[src/rtl/usf_frame_diff_fold.sv]
// Modulo-sample first-difference fold-residual extractor packing N residuals per output frame.
// Optional macro USF_FRAME_CONT_EN carries the previous sample across frame boundaries.
module usf_frame_diff_fold #(
    parameter int N      = 19,
    parameter int W      = 16,
    parameter int LOG2_P = 3
) (
    input  logic                clk,
    input  logic                reset,
    input  logic                in_valid,
    input  logic signed [W-1:0] in_sample,
    output logic                out_en,
    output logic signed [W-1:0] out [N],
    output logic [7:0]          frame_cnt,
    output logic                sat
);

    localparam int IW = $clog2(N);
    localparam logic [IW-1:0]       IDX_LAST = IW'(N - 1);
    localparam logic signed [W:0]   P_HALF   = (W+1)'(2 ** (LOG2_P - 1));
    localparam logic signed [W+1:0] E_MAX    = (W+2)'((2 ** (W - 1)) - (2 ** LOG2_P));
    localparam logic signed [W+1:0] E_MIN    = (W+2)'(-(2 ** (W - 1)));

    typedef enum logic [0:0] {
        ST_FILL = 1'b0,
        ST_LOAD = 1'b1
    } state_t;

    state_t              r_state;
    state_t              w_state_nxt;
    logic                w_load;
    logic [IW-1:0]       r_idx;
    logic signed [W-1:0] r_prev;
    logic signed [W-1:0] w_prev;
    logic signed [W:0]   w_delta;
    logic signed [W+1:0] w_e_full;
    logic signed [W-1:0] w_e_sat;
    logic                w_sat_hit;
    logic signed [W-1:0] r_shadow [N];
    logic signed [W-1:0] r_out [N];
    logic                r_out_en;
    logic [7:0]          r_frame_cnt;
    logic                r_sat;
`ifdef USF_FRAME_CONT_EN
    logic                r_first;
`endif

    // The biased difference wraps at W+1 bits; the residual itself is formed at W+2 bits.
    function automatic logic signed [W+1:0] fold_residual(input logic signed [W:0] delta);
        logic signed [W:0]   biased;
        logic signed [W:0]   q;
        logic signed [W+1:0] q_ext;
        biased = delta + P_HALF;
        q      = biased >>> LOG2_P;
        q_ext  = {q[W], q};
        return -(q_ext <<< LOG2_P);
    endfunction

    // Reference sample for the difference: frame start uses the sample itself
    always_comb begin
`ifdef USF_FRAME_CONT_EN
        if ((r_idx == {IW{1'b0}}) && r_first) begin
            w_prev = in_sample;
        end else begin
            w_prev = r_prev;
        end
`else
        if (r_idx == {IW{1'b0}}) begin
            w_prev = in_sample;
        end else begin
            w_prev = r_prev;
        end
`endif
    end

    assign w_delta = {in_sample[W-1], in_sample} - {w_prev[W-1], w_prev};

    // Residual of the incoming sample, clamped to the W-bit range
    always_comb begin
        w_e_full  = fold_residual(w_delta);
        w_e_sat   = w_e_full[W-1:0];
        w_sat_hit = 1'b0;
        if (w_e_full > E_MAX) begin
            w_e_sat   = E_MAX[W-1:0];
            w_sat_hit = 1'b1;
        end else if (w_e_full < E_MIN) begin
            w_e_sat   = E_MIN[W-1:0];
            w_sat_hit = 1'b1;
        end else begin
            w_e_sat   = w_e_full[W-1:0];
            w_sat_hit = 1'b0;
        end
    end

    // Frame state register
    always_ff @(posedge clk) begin
        if (reset) begin
            r_state <= ST_FILL;
        end else begin
            r_state <= w_state_nxt;
        end
    end

    // Frame next-state: LOAD lasts one cycle after the last sample of a frame
    always_comb begin
        w_state_nxt = r_state;
        w_load      = 1'b0;
        case (r_state)
            ST_FILL: begin
                if (in_valid && (r_idx == IDX_LAST)) begin
                    w_state_nxt = ST_LOAD;
                end else begin
                    w_state_nxt = ST_FILL;
                end
            end
            ST_LOAD: begin
                w_state_nxt = ST_FILL;
                w_load      = 1'b1;
            end
            default: begin
                w_state_nxt = ST_FILL;
                w_load      = 1'b0;
            end
        endcase
    end

    // Shadow capture, frame publish, counters and sticky saturation flag
    always_ff @(posedge clk) begin
        if (reset) begin
            r_idx       <= {IW{1'b0}};
            r_prev      <= {W{1'b0}};
            r_out_en    <= 1'b0;
            r_frame_cnt <= 8'd0;
            r_sat       <= 1'b0;
`ifdef USF_FRAME_CONT_EN
            r_first     <= 1'b1;
`endif
            for (int k = 0; k < N; k++) begin
                r_shadow[k] <= {W{1'b0}};
                r_out[k]    <= {W{1'b0}};
            end
        end else begin
            r_out_en <= w_load;
            if (w_load) begin
                r_frame_cnt <= r_frame_cnt + 8'd1;
                for (int k = 0; k < N; k++) begin
                    r_out[k] <= r_shadow[k];
                end
            end else begin
                r_frame_cnt <= r_frame_cnt;
            end
            // A sample during LOAD lands in shadow[0]; out takes the pre-edge shadow
            if (in_valid) begin
                r_shadow[r_idx] <= w_e_sat;
                r_prev          <= in_sample;
                r_idx           <= (r_idx == IDX_LAST) ? {IW{1'b0}} : (r_idx + 1'b1);
`ifdef USF_FRAME_CONT_EN
                r_first         <= 1'b0;
`endif
                if (w_sat_hit) begin
                    r_sat <= 1'b1;
                end else begin
                    r_sat <= r_sat;
                end
            end else begin
                r_idx <= r_idx;
            end
        end
    end

    assign out_en    = r_out_en;
    assign out       = r_out;
    assign frame_cnt = r_frame_cnt;
    assign sat       = r_sat;

endmodule

[config.mk]
export PLATFORM = sky130hd
export DESIGN_NAME = usf_frame_diff_fold
export DESIGN_NICKNAME = d
export VERILOG_FILES = /design/src/rtl/usf_frame_diff_fold.sv
export SDC_FILE = /design/constraint.sdc
export NUM_CORES = 1
export LEC_CHECK = 0
export CAP_MARGIN = 20
export CORE_AREA = 4 4 251 253
export CTS_BUF_LIST = sky130_fd_sc_hd__clkbuf_2 sky130_fd_sc_hd__clkbuf_4 sky130_fd_sc_hd__clkbuf_8
export CTS_CLUSTER_DIAMETER = 100
export CTS_CLUSTER_SIZE = 30
export DETAILED_ROUTE_END_ITERATION = 6
export DIE_AREA = 0 0 255 257
export PLACE_DENSITY = 0.66
export REMOVE_ABC_BUFFERS = 1
export SLEW_MARGIN = 20
export SYNTH_ARGS = -nofsm -noshare
export SYNTH_HDL_FRONTEND = slang
export SYNTH_SLANG_ARGS = --single-unit
[constraint.sdc]
create_clock -name clk -period 15.3 [get_ports clk]
set_input_delay 4.59 -clock clk [delete_from_list [all_inputs] [get_ports clk]]
set_output_delay 4.59 -clock clk [all_outputs]
set_load 0.02 [all_outputs]
## Word level (Yosys, flattened, before mapping)

Memories as Yosys holds them, arrays and structs flattened. A register that Yosys moved wholly into a read port is not among the register bits.
Cells that the tools add are included.
W data, S select, Z words.

| word-level totals | value |
|---|---|
| bits in registers | 32 |
| latch bits | 0 |
| memory bits (writable) | 304 |
| bits in read-only memories | 0 |
| logic and storage cells | 37 |
| memories | 1 |

Memory list:

| memory | words | width | read ports | clocked after memory_dff | write ports | line | text |
|---|---|---|---|---|---|---|---|
| r_shadow | 19 | 16 | 19 | 19 | 19 | 39 | `logic signed [W-1:0] r_shadow [N];` |

| cells by class | value |
|---|---|
| add/sub/neg operators | 5 |
| $mul | 0 |
| divide/modulo/power cells | 0 |
| order comparisons | 2 |
| equal/unequal tests | 1 |
| shifts and indexed selects | 0 |
| multiplexer cells | 17 |
| bitwise operators | 1 |
| reduce and logical (&&, ||, !) cells | 4 |

Operators with widths:

| kind | number |
|---|---|
| $mux W16 | 4 |
| $gt A18 B16 Y1 const B | 1 |
| $lt A18 B16 Y1 const B | 1 |
| $neg A17 Y18 | 1 |
| $add A17 B4 Y17 const B | 1 |
| $sub A16 B16 Y17 | 1 |
| $reduce_or A16 Y1 | 1 |
| $mux W1 | 10 |
| $mux W5 | 2 |
| $add A8 B1 Y8 const B | 1 |
| $add A5 B1 Y5 const B | 1 |
| $eq A5 B5 Y1 const B | 1 |
| $logic_not A5 Y1 | 1 |
| $pmux W1 S2 | 1 |
| $reduce_and A2 Y1 | 1 |
| $logic_and A1 B1 Y1 | 1 |
| $not A1 Y1 | 1 |

## Longest topological paths before layout

| depth | value |
|---|---|
| word-level depth | 9 |
| depth in mapped cells | 22 |

## Worst setup path after synthesis

OpenSTA, ideal clock, no wires.

| path | value |
|---|---|
| path type | input -> register |
| start | input port in_sample[2] |
| end | memory r_shadow[17][4], data pin |
| library setup time | 266 ps |
| data arrival time | 7744 ps |
| required time | 15034 ps |
| setup slack | 7290 ps |
| stages | 15 |
| buffers on the path | 1 |
| cells stage by stage | inv_1 -> o21ai_0 -> ha_1 -> inv_1 -> ha_1 -> or3b_1 -> o21a_1 -> a2111o_1 -> a31oi_1 -> xor2_2 -> a41o_1 -> nand3_2 -> a21oi_4 -> buf_6 -> nor2_1 |

RTL lines:

| element | line | text |
|---|---|---|
| start, declared | 11 | `input logic signed [W-1:0] in_sample,` |
| end, declared | 39 |  |

==> out/qor.log <==
[timing] post-route fraction of the period consumed by the critical path 57.9%
[worst_setup_path] class of the most critical setup path input pin to flop
[synthesis] area share of and/or/nand/nor cells after synthesis 13.4%
[placed_design] dpl hpwl 35900 um
[power_and_ir_drop] PwrDens 109 mW/mm^2
[synthesis] main combinational cell family by area after synthesis multiplexers
[synthesis] Post-synth EDFFs 234
[worst_setup_path] nature of the critical path endpoint flop
[run_status] status completed
[clocking] post-CTS clock slew at the launch and capture registers of the worst setup and hold paths 0.17 ns
[grt] maximum number of pins on one net before global-route repair 101
[placed_design] Port Buf Inserts 275
[finish] share of cells above drive strength 1 4.29%
[finish] Synth-to-Final Area Change 17.8%
[timing] final max-slew violation count 0
[clocking] count of H-tree levels built during CTS 1
[timing] Final Setup Violations 0
[worst_setup_path] Crit path required time 15.63 ns
[timing] Relative slew margins 24.0%
[synthesis] Mean Syn Cell Area 11.4 um^2
[drt] antenna violation net count after detailed routing 0
[synthesis] fraction of post-synthesis cell area in the top cell type by area 33.4%
[finish] register cell area after layout 0.0129 mm^2
[floorplanning] vertical extent of the die 257 um
[timing] slew at the pin with the worst max-slew slack 1.14 ns
[clocking] number of instances resized during post-cts repair 0
[floorplanning] die footprint 0.0655 mm^2
[synthesis] ys async rst share 0%
[drt] detailed-route DRC error count 0
[drt] via density per instance 4.82
[grt] global-route wire length before repair 80600 um
[worst_setup_path] Data arrival, critical path 9.19 ns
[placed_design] pre-CTS setup slack 5.55 ns
[timing] setup TNS after final layout 0 ns
[worst_hold_path] Hold Path Class flop to flop
[floorplanning] Die Width 255 um
[timing] RSZ-0062 raised after global routing no
[synthesis] Synth cell types 74
[drt] routed wire length 54000 um
[placed_design] weighted congestion reported at the end of routability-driven placement 0.855
[synthesis] most frequently used flop master after synthesis sky130_fd_sc_hd__dfxtp_1
[worst_setup_path] Crit Reg-Reg Endpoint r_shadow[15][8]
[power_and_ir_drop] Pwr Total 2.69 mW
[floorplanning] number of placement rows 91
[synthesis] proportion of synthesized chip area in sequential cells 61.2%
[worst_setup_path] end point of the critical path r_shadow[15][8]
[floorplanning] Initial Utilization 34.4%
[floorplanning] core footprint 0.0610 mm^2
[clocking] maximum number of buffers from clock root to sink 3
[timing] min cycle time layout 8.86 ns
[clocking] clk root buf sky130_fd_sc_hd__clkbuf_8
[timing] maximum frequency from static timing analysis 113 MHz
[finish] fill cell total of the finished layout 5816
[synthesis] dominant cells by area after synthesis sky130_fd_sc_hd__edfxtp_1 33%, sky130_fd_sc_hd__dfxtp_1 28%, sky130_fd_sc_hd__mux2i_1 13%
[synthesis] compound-gate portion of the synthesized area 4.08%
[synthesis] combined area of all synthesized cells 0.0210 mm^2
[clocking] number of clock sinks 526
[synthesis] share of synthesized area spent on multiplexers 13.6%
[synthesis] number of instances in the synthesized netlist 1837
[grt] overall fraction of global-route tracks in use 15.7%
[worst_setup_path] Max Fanout on Critical Path 19
[synthesis] xor and xnor area share after synthesis 0.869%
[synthesis] Yosys warning count 0
[finish] most frequent standard cell in the layout excluding fill and tap cells sky130_fd_sc_hd__nor2_1
[clocking] clock network latency to the later pin of the worst-skew pair 0.66 ns
[finish] commonest cells after routing, fill and taps aside 517 x sky130_fd_sc_hd__nor2_1, 291 x sky130_fd_sc_hd__dfxtp_1, 279 x sky130_fd_sc_hd__mux2i_1
[job] number of max-cap violations 0
[finish] Layout Nets 2085
[synthesis] synthesized-area fraction occupied by adder cells 2.02%
[drt] detail-routed net length per standard cell 19.0 um
[grt] via count of the first global-routing pass 13210
[worst_setup_path] FF-to-FF Start r_idx[1]
[grt] total congestion overflow 0
[timing] post-route worst hold slack 0.479 ns
[timing] Setup WS post-layout 6.44 ns
[synthesis] Yosys reg bits 526
[grt] number of antenna violations at the first check in global routing 0
[drt] total number of vias 13679
[clocking] number of CTS-inserted buffers 24
[power_and_ir_drop] standby leakage power 8.77 nW
[worst_setup_path] reg2reg path depth 18
[power_and_ir_drop] Worst IR Drop VDD 0.0812 mV
[worst_setup_path] startpoint types input pin
[worst_setup_path] origin of the worst setup path in_sample[2]
[drt] drt initial violations 964
[synthesis] cell type with the largest total area after synthesis sky130_fd_sc_hd__edfxtp_1
[finish] number of diodes 0
[clocking] clock tree from TritonCTS built
[finish] total area of multi-input combinational cells 0.00738 mm^2
[worst_setup_path] setup slack of the worst register-to-register path 9.40 ns
[floorplanning] number of top-level pins 333
[timing] Hold Fails Final Rpt 0
[clocking] hold buffers post-CTS 0
[drt] number of detailed-route iterations in the first pass 5
[clocking] buffer count from post-CTS setup fixing 0
[timing] worst-case clock skew 0.0593 ns
[worst min path at each step]
| stage | from | to | slack, ns | cells past startpoint |
|---|---|---|---|---|
| 6_report | r_shadow[17][11] | out[27] | 0.48 | 2 |
| 5_1_grt | r_shadow[1][7] | out[279] | 0.51 | 2 |
| 4_1_cts | r_shadow[17][11] | out[27] | 0.48 | 2 |
| 3_5_place_dp | r_shadow[5][15] | out[223] | 0.47 | 2 |
| 3_3_place_gp | r_shadow[5][5] | out[213] | 0.46 | 2 |
| 2_1_floorplan | r_shadow[18][6] | r_shadow[18][6] | 0.45 | 2 |
[final cells by class]
class | instances | area share (%)
Sequential cell | 526 | 52.0
Timing Repair Buffer | 289 | 11.6
Tap cell | 790 | 3.99
Clock buffer | 34 | 1.69
Clock inverter | 9 | 0.617
Multi-Input combinational cell | 1175 | 29.8
Inverter | 16 | 0.243
[cells in the mapped netlist (2+ instances only)]
library cell and number:
sky130_fd_sc_hd__o21ai_2 2, sky130_fd_sc_hd__a41o_1 2, sky130_fd_sc_hd__nor4_1 2, sky130_fd_sc_hd__mux2_2 4, sky130_fd_sc_hd__buf_1 24, sky130_fd_sc_hd__and2_1 3, sky130_fd_sc_hd__and3_1 15, sky130_fd_sc_hd__nor2b_1 6
sky130_fd_sc_hd__nand3_1 8, sky130_fd_sc_hd__or3_1 4, sky130_fd_sc_hd__o211ai_1 6, sky130_fd_sc_hd__buf_2 7, sky130_fd_sc_hd__nor2_1 517, sky130_fd_sc_hd__a211oi_1 6, sky130_fd_sc_hd__xor2_1 10, sky130_fd_sc_hd__inv_1 16
sky130_fd_sc_hd__a21oi_4 6, sky130_fd_sc_hd__nand4_1 11, sky130_fd_sc_hd__buf_6 9, sky130_fd_sc_hd__or4_1 2, sky130_fd_sc_hd__xnor2_1 9, sky130_fd_sc_hd__dfxtp_1 292, sky130_fd_sc_hd__nand3_2 2, sky130_fd_sc_hd__nor3_1 8
sky130_fd_sc_hd__buf_4 59, sky130_fd_sc_hd__nand2b_1 23, sky130_fd_sc_hd__nand2_1 42, sky130_fd_sc_hd__mux2i_1 279, sky130_fd_sc_hd__o21ai_0 29, sky130_fd_sc_hd__a21o_1 7, sky130_fd_sc_hd__o21a_1 7, sky130_fd_sc_hd__edfxtp_1 234
sky130_fd_sc_hd__nand3b_1 10, sky130_fd_sc_hd__o21ai_1 2, sky130_fd_sc_hd__a21oi_1 23, sky130_fd_sc_hd__a31oi_1 4, sky130_fd_sc_hd__ha_1 34, sky130_fd_sc_hd__clkbuf_1 77
[logic make-up (layout without fill, tap and decap cells)]
family / count (synthesis) / count (layout)
buffers and inverters: 192 / 348
muxes: 284 / 284
xor gates and xnor gates: 20 / 20
and+or+nand+nor: 665 / 665
AOI/OAI and AO/OA: 115 / 115
DFF: 526 / 526
adders and majority gates: 34 / 34
other: 1 / 57
[per-stage QoR]
| step | area, um^2 | utilization, % | instances |
|---|---|---|---|
| 2_1_floorplan | 20300 | - | 1717 |
| 3_3_place_gp | 24100 | 39.6 | 2795 |
| 3_5_place_dp | 24200 | 39.6 | 2796 |
| 4_1_cts | 24700 | 40.5 | 2839 |
| 5_1_grt | 24800 | 40.6 | 2839 |
| 6_report | 24800 | 40.6 | 2839 |
[report_power, final]
group / total (mW) / switching, mW / internal (mW)
logic: 0.525 / 0.403 / 0.122
clock network: 0.656 / 0.444 / 0.212
registers: 1.51 / 0.0131 / 1.50
[routing by layer]
| metal | up-vias | global-route usage (%) | share of wire, % |
|---|---|---|---|
| li1 | 6523 | - | - |
| met1 | 6729 | 21.3 | 44 |
| met2 | 367 | 26.5 | 48 |
| met3 | 60 | 2.31 | 5.5 |
| met4 | 0 | 3.61 | 2.3 |
| met5 | - | 0 | 0 |
[registers in the layout, indices dropped and copies added (netlist names)]
register / cells
out: 247
r_state: 1
out_en: 1
r_idx: 5
r_shadow: 247
frame_cnt: 8
sat: 1
r_prev: 16
[worst max-delay path, cell delays in order]
cell and delay, ns:
sky130_fd_sc_hd__clkdlybuf4s50_1 0.44, sky130_fd_sc_hd__inv_1 0.09, sky130_fd_sc_hd__o21ai_0 0.09, sky130_fd_sc_hd__ha_1 0.29, sky130_fd_sc_hd__inv_1 0.04, sky130_fd_sc_hd__ha_1 0.26
sky130_fd_sc_hd__or3b_1 0.39, sky130_fd_sc_hd__o21a_1 0.25, sky130_fd_sc_hd__xnor2_1 0.27, sky130_fd_sc_hd__ha_1 0.25, sky130_fd_sc_hd__o221ai_2 0.18, sky130_fd_sc_hd__a2111oi_4 0.46
sky130_fd_sc_hd__nand4_1 0.23, sky130_fd_sc_hd__o2bb2ai_4 0.32, sky130_fd_sc_hd__a21oi_4 0.90, sky130_fd_sc_hd__nor2_1 0.13
No activity file was read; power rests on OpenSTA's default activity.
